`config.mk`:
```
export PLATFORM = sky130hd
export DESIGN_NAME = spi_slave
export DESIGN_NICKNAME = d
export VERILOG_FILES = /design/src/rtl/spi_pkg.sv /design/src/rtl/spi_sync.sv /design/src/rtl/spi_slave.sv
export SDC_FILE = /design/constraint.sdc
export NUM_CORES = 1
export LEC_CHECK = 0
export CAP_MARGIN = 15
export CORE_MARGIN = 2
export CORE_UTILIZATION = 30
export CTS_CLUSTER_DIAMETER = 40
export CTS_CLUSTER_SIZE = 10
export DETAILED_ROUTE_END_ITERATION = 8
export HOLD_SLACK_MARGIN = 0.05
export PLACE_DENSITY = 0.53
export SLEW_MARGIN = 20
export SYNTH_ARGS = -nofsm -noshare
export SYNTH_HDL_FRONTEND = slang
export SYNTH_SLANG_ARGS = --single-unit
```
`constraint.sdc`:
```
create_clock -name clk -period 1.9 [get_ports clk]
set_input_delay 0.38 -clock clk [delete_from_list [all_inputs] [get_ports clk]]
set_output_delay 0.38 -clock clk [all_outputs]
set_load 0.01 [all_outputs]
```
`src/rtl/spi_pkg.sv`:
```
// Shared constants and FSM state type for the SPI slave.
package spi_pkg;

  localparam int DATA_WIDTH_DEF = 8;

  typedef enum logic [1:0] {
    IDLE  = 2'd0,
    SHIFT = 2'd1,
    DONE  = 2'd2
  } state_t;

endpackage

```
`src/rtl/spi_sync.sv`:
```
// Multi-flop synchronizer for one asynchronous input with rise/fall detection
// on the synchronized level (compared against one extra flop).
module spi_sync #(
  parameter int   STAGES = 2,
  parameter logic INIT   = 1'b0
) (
  input  logic clk,
  input  logic reset,
  input  logic din,
  output logic sync,
  output logic rise,
  output logic fall
);

  logic [STAGES-1:0] chain;
  logic              prev;

  always_ff @(posedge clk) begin
    if (reset) begin
      chain <= {STAGES{INIT}};
      prev  <= INIT;
    end else begin
      chain <= {chain[STAGES-2:0], din};
      prev  <= chain[STAGES-1];
    end
  end

  assign sync = chain[STAGES-1];
  assign rise = sync & ~prev;
  assign fall = ~sync & prev;

endmodule

```
`src/rtl/spi_slave.sv`:
```
// SPI mode-0 slave oversampled by the system clock. Bit order is MSB first
// unless SPI_SLAVE_LSB_FIRST_EN is defined, which makes both directions LSB first.
module spi_slave
  import spi_pkg::*;
#(
  parameter int DATA_WIDTH  = DATA_WIDTH_DEF,
  parameter int SYNC_STAGES = 2
) (
  input  logic                  clk,
  input  logic                  reset,
  input  logic [DATA_WIDTH-1:0] d,
  input  logic                  load,
  input  logic                  ss,
  input  logic                  sck,
  input  logic                  mosi,
  output logic                  miso,
  output logic [DATA_WIDTH-1:0] q,
  output logic                  finished,
  output logic                  busy
);

  localparam int            CW   = $clog2(DATA_WIDTH + 1);
  localparam logic [CW-1:0] LAST = CW'(DATA_WIDTH - 1);

  // Handshake: load is a single-cycle strobe with no back-pressure; finished
  // is a single-cycle valid for q with no ready -- the consumer must take it.

  state_t                state;
  logic [DATA_WIDTH-1:0] tx_buf;
  logic [DATA_WIDTH-1:0] shift_out;
  logic [DATA_WIDTH-1:0] rx;
  logic [DATA_WIDTH-1:0] rx_next;
  logic [DATA_WIDTH-1:0] shift_next;
  logic [DATA_WIDTH-1:0] reload_val;
  logic [CW-1:0]         cnt;
  logic                  reload_pending;

  logic ss_s, ss_rise, ss_fall;
  logic sck_level_unused, sck_rise, sck_fall;
  logic mosi_s, unused_mosi_rise, unused_mosi_fall;

  spi_sync #(.STAGES(SYNC_STAGES), .INIT(1'b1)) u_sync_ss (
    .clk(clk), .reset(reset), .din(ss),
    .sync(ss_s), .rise(ss_rise), .fall(ss_fall)
  );

  spi_sync #(.STAGES(SYNC_STAGES), .INIT(1'b0)) u_sync_sck (
    .clk(clk), .reset(reset), .din(sck),
    .sync(sck_level_unused), .rise(sck_rise), .fall(sck_fall)
  );

  spi_sync #(.STAGES(SYNC_STAGES), .INIT(1'b0)) u_sync_mosi (
    .clk(clk), .reset(reset), .din(mosi),
    .sync(mosi_s), .rise(unused_mosi_rise), .fall(unused_mosi_fall)
  );

  // First bit on the wire for a freshly loaded shift word.
  function automatic logic head(input logic [DATA_WIDTH-1:0] v);
`ifdef SPI_SLAVE_LSB_FIRST_EN
    return v[0];
`else
    return v[DATA_WIDTH-1];
`endif
  endfunction

  always_comb begin
    reload_val = load ? d : tx_buf;
`ifdef SPI_SLAVE_LSB_FIRST_EN
    rx_next    = {mosi_s, rx[DATA_WIDTH-1:1]};
    shift_next = shift_out >> 1;
`else
    rx_next    = {rx[DATA_WIDTH-2:0], mosi_s};
    shift_next = shift_out << 1;
`endif
  end

  always_ff @(posedge clk) begin
    if (reset) begin
      state          <= IDLE;
      tx_buf         <= '0;
      shift_out      <= '0;
      rx             <= '0;
      cnt            <= '0;
      reload_pending <= 1'b0;
      miso           <= 1'b1;
      q              <= '0;
      finished       <= 1'b0;
      busy           <= 1'b0;
    end else begin
      finished <= 1'b0;
      if (load) tx_buf <= d;
      case (state)
        IDLE: begin
          if (ss_fall) begin
            state          <= SHIFT;
            shift_out      <= reload_val;
            miso           <= head(reload_val);
            cnt            <= '0;
            rx             <= '0;
            reload_pending <= 1'b0;
            busy           <= 1'b1;
          end
        end
        SHIFT: begin
          if (ss_rise) begin
            state          <= IDLE;
            busy           <= 1'b0;
            miso           <= 1'b1;
            reload_pending <= 1'b0;
          end else begin
            if (sck_rise) begin
              rx  <= rx_next;
              cnt <= cnt + 1'b1;
              if (cnt == LAST) begin
                state    <= DONE;
                q        <= rx_next;
                finished <= 1'b1;
              end
            end
            // After a completed frame the next falling edge starts a new word.
            if (sck_fall) begin
              if (reload_pending) begin
                shift_out      <= reload_val;
                miso           <= head(reload_val);
                reload_pending <= 1'b0;
              end else begin
                shift_out <= shift_next;
                miso      <= head(shift_next);
              end
            end
          end
        end
        DONE: begin
          if (!ss_s) begin
            state          <= SHIFT;
            cnt            <= '0;
            reload_pending <= 1'b1;
          end else begin
            state <= IDLE;
            busy  <= 1'b0;
            miso  <= 1'b1;
          end
        end
        default: state <= IDLE;
      endcase
    end
  end

endmodule

```
==> key figures <==
Power and ir drop
  • Flop pwr share: 38.0%
  • P_int: 0.00203 W
  • Peak supply drop: 0.350 mV
  • NetSw: 0.000926 W
  • Sw frac: 31.4%
  • Comb pwr share: 31.6%
  • Clk network pwr share: 30.4%
  • Power Density: 1010 mW/mm²
  • Leak: 1.09 nW

Synth
  • Syn_nets: 263
  • Synth cell types: 46
  • Post-synth top flop: dfxtp_1
  • Yosys top cell area share: 43.1%
  • Post-synth top area cell: dfxtp_1
  • Post-synthesis cell count: 242
  • Post-synthesis sequential area ratio: 43.1%
  • Synth warnings: 0
  • Syn Std Cell Area: 0.00223 mm²
  • Area contributors post-synth: dfxtp_1, mux2i_1, nor2_1, ha_1, a21oi_1
  • Post-synth ARST share: 0%
  • Synthesized flop and latch total: 48
  • Syn_area_per_cell: 9.21 µm²
  • Post-synth EDFFs: 0

Setup path
  • CP Class: register to register
  • Req. time, crit path: 2140 ps
  • Crit path max fanout: 13
  • Worst Setup End Kind: register
  • CP Data Arrival Time: 2050 ps
  • Startpoint types: register

GRT
  • Met2 GRT Util: 19.2%
  • Global route hottest layer: met2
  • Largest net degree at the start of global routing: 35
  • Met3 Use GR: 2.35%
  • Global route total overflow: 0
  • Global-route wire length before repair: 8.06 mm
  • GRT Overall Usage: 12.1%
  • Initial antenna violation count: 0
  • Number of global-route vias before repair: 1698
  • Global Route met1 Usage: 15.9%

Clock tree
  • CTS Buf Count: 5
  • Clock Sinks: 48
  • Worst skew pair latency: 310 ps
  • CTS tree: done
  • Clk slew on worst S/H paths: 90 ps
  • Hold Buf Count CTS: 0
  • Root buf cell: clkbuf_8
  • Max clock buf depth: 2
  • H-tree Lvls: 2

STA
  • WHS: 423 ps
  • Final setup violating endpoints: 0
  • Final min period: 1810 ps
  • Worst slew pin tran: 602 ps
  • Fmax: 553 MHz
  • Hold Violations, Final: 0
  • Normalized max-slew margin: 59.9%
  • Slew Viols, Final: 0
  • Final Worst Setup Slack: 91.9 ps
  • Worst Skew: 10.3 ps
  • Final period utilization: 95.2%

Detailed routing
  • Drt initial violations: 88
  • Total wire length: 4.98 mm
  • Detailed-router iteration count before antenna repair: 4
  • DR vias/cell: 5.01
  • Post-route DRC: 0
  • Detailed-route via count: 1907
  • Routed Antenna Nets: 0
  • WL/cell: 13.1 µm

Floorplanning
  • Die Ht: 90.2 µm
  • Die ar.: 0.00814 mm²
  • Die W: 90.2 µm
  • Core Footprint: 0.00721 mm²
  • Starting density of the core: 30.9%
  • Std-Cell Rows: 31
  • Io pins: 25

Layout
  • Util after Layout: 40.4%
  • Syn-to-layout area delta: 30.9%
  • Nets: 302
  • Layout cells sized above 1: 19.1%
  • Diodes inserted: 0

Run
  • Max-Cap Viols: 0

Place
  • Pre-CTS setup slack: -9.29 ps
  • Final HPWL DP: 3.38 mm
  • Global placement routability congestion: 0.815
  • IO buf count: 24

Min path
  • Hold Path Class: register to register

Status
  • Status: finished, final reports clean
## area by class of cell
cell class                 count  area, µm²
clock inverter                 3       68.8
multi-input combinational    166       1210
inverter                      11       41.3
fill                         764       4300
tap                           99        124
sequential                    48        966
clock buffer                   5       68.8
timing repair buffer          49        435
## state kept, by name, indices dropped and copies added (netlist names), 2 cells and up
name	flops
u_sync_ss.chain	2
u_sync_sck.chain	2
q	8
tx_buf	8
cnt	4
shift_out	7
state	2
rx	7
u_sync_mosi.chain	2
## per-layer routing
layer  vias to the layer above  share of wire (%)
li1                        953                  -
met1                       896                 47
met2                        50                 47
met3                         8                3.8
met4                         0                1.9
met5                         -                  0
## placed cells by master (no fill, tap or decap), types with 2 or more instances in the layout
master           netlist  layout
dfxtp_1               48      46
bufinv_16              0       2
ha_2                   0       2
o211ai_1               2       2
buf_4                  0      24
and2b_1                2       2
nor2_1                27      27
and3_1                 2       2
nand3_1               15      15
o21a_1                 2       2
clkbuf_8               0       5
o21ai_0                5       4
clkdlybuf4s50_1        0      23
a311o_1                2       2
o2111ai_1              7       7
nand3b_1               3       3
a21oi_1               16      15
mux2i_1               17      17
nand2_1                7       7
nand2b_1               8       8
inv_1                 11      11
a2111oi_0              2       2
nor2b_1                6       6
a22oi_1                2       2
or2_2                  4       4
o2111ai_4              1       2
nor4_1                 2       2
ha_1                   7       5
a221o_1                6       6
a211oi_1               3       3
## synthesized netlist by cell type (3+ instances only)
cell type   n
inv_1      11
dfxtp_1    48
nor2_1     27
a21oi_1    16
o21ai_0     5
clkbuf_1    9
ha_1        7
or2_2       4
nand3b_1    3
o2111ai_1   7
a211oi_1    3
nand2_1     7
buf_2       6
nor2b_1     6
mux2i_1    17
a221o_1     6
nand3_1    15
nand2b_1    8
## power groups by stage
stage                     Combinational (W)  Clock [W]  Sequential [W]
after detailed placement           0.000870          0         0.00114
after global routing                0.00102   0.000958         0.00113
after global placement             0.000866          0         0.00113
final                              0.000932   0.000899         0.00112
after floorplan                    0.000566          0         0.00113
after CTS                          0.000872   0.000935         0.00112
## kinds of logic after synthesis
kind of cell	after synthesis	share of synthesized area (%)
flip-flops	48	43.1
AO/OA/AOI/OAI	56	19.5
buffers and inverters	29	5.56
AND/OR/NAND/NOR	84	19.8
multiplexers	18	8.14
adder cells (fa/ha/maj)	7	3.93
## through the flow
step	instances	setup TNS [ps]	instance area, µm²	total power, W
floorplan	242	0	2240	0.00170
global placement	365	0	2670	0.00200
detailed placement	365	-25.5	2670	0.00201
CTS	373	0	2800	0.00292
global route	381	-1.35	2920	0.00311
finish	381	0	2920	0.00295
## timing repair
action | CTS | global route
buffers inserted | 0 | 7
hold endpoints to repair | 0 | 0
gates resized for setup | 0 | 11
gates cloned | 0 | 1
pin swaps | 1 | 10
setup endpoints to repair | 4 | 18
## final timing paths
| kind | start | to | slack [ps] | depth (start not counted) |
|---|---|---|---|---|
| hold reg to reg | u_sync_ss.chain[0] | u_sync_ss.chain[1] | 420 | 1 |
| setup reg to reg | state[0] | shift_out[5] | 90 | 6 |
| setup / recovery | state[0] | shift_out[5] | 90 | 6 |
| hold / removal | u_sync_ss.chain[0] | u_sync_ss.chain[1] | 420 | 1 |
## critical path: stages, from the launching register on
cell,delay [ps]
dfxtp_4,370
inv_1,110
ha_2,220
inv_1,80
or3_4,450
a221o_1,390
a21oi_2,130
(Power assumes the default switching activity.)
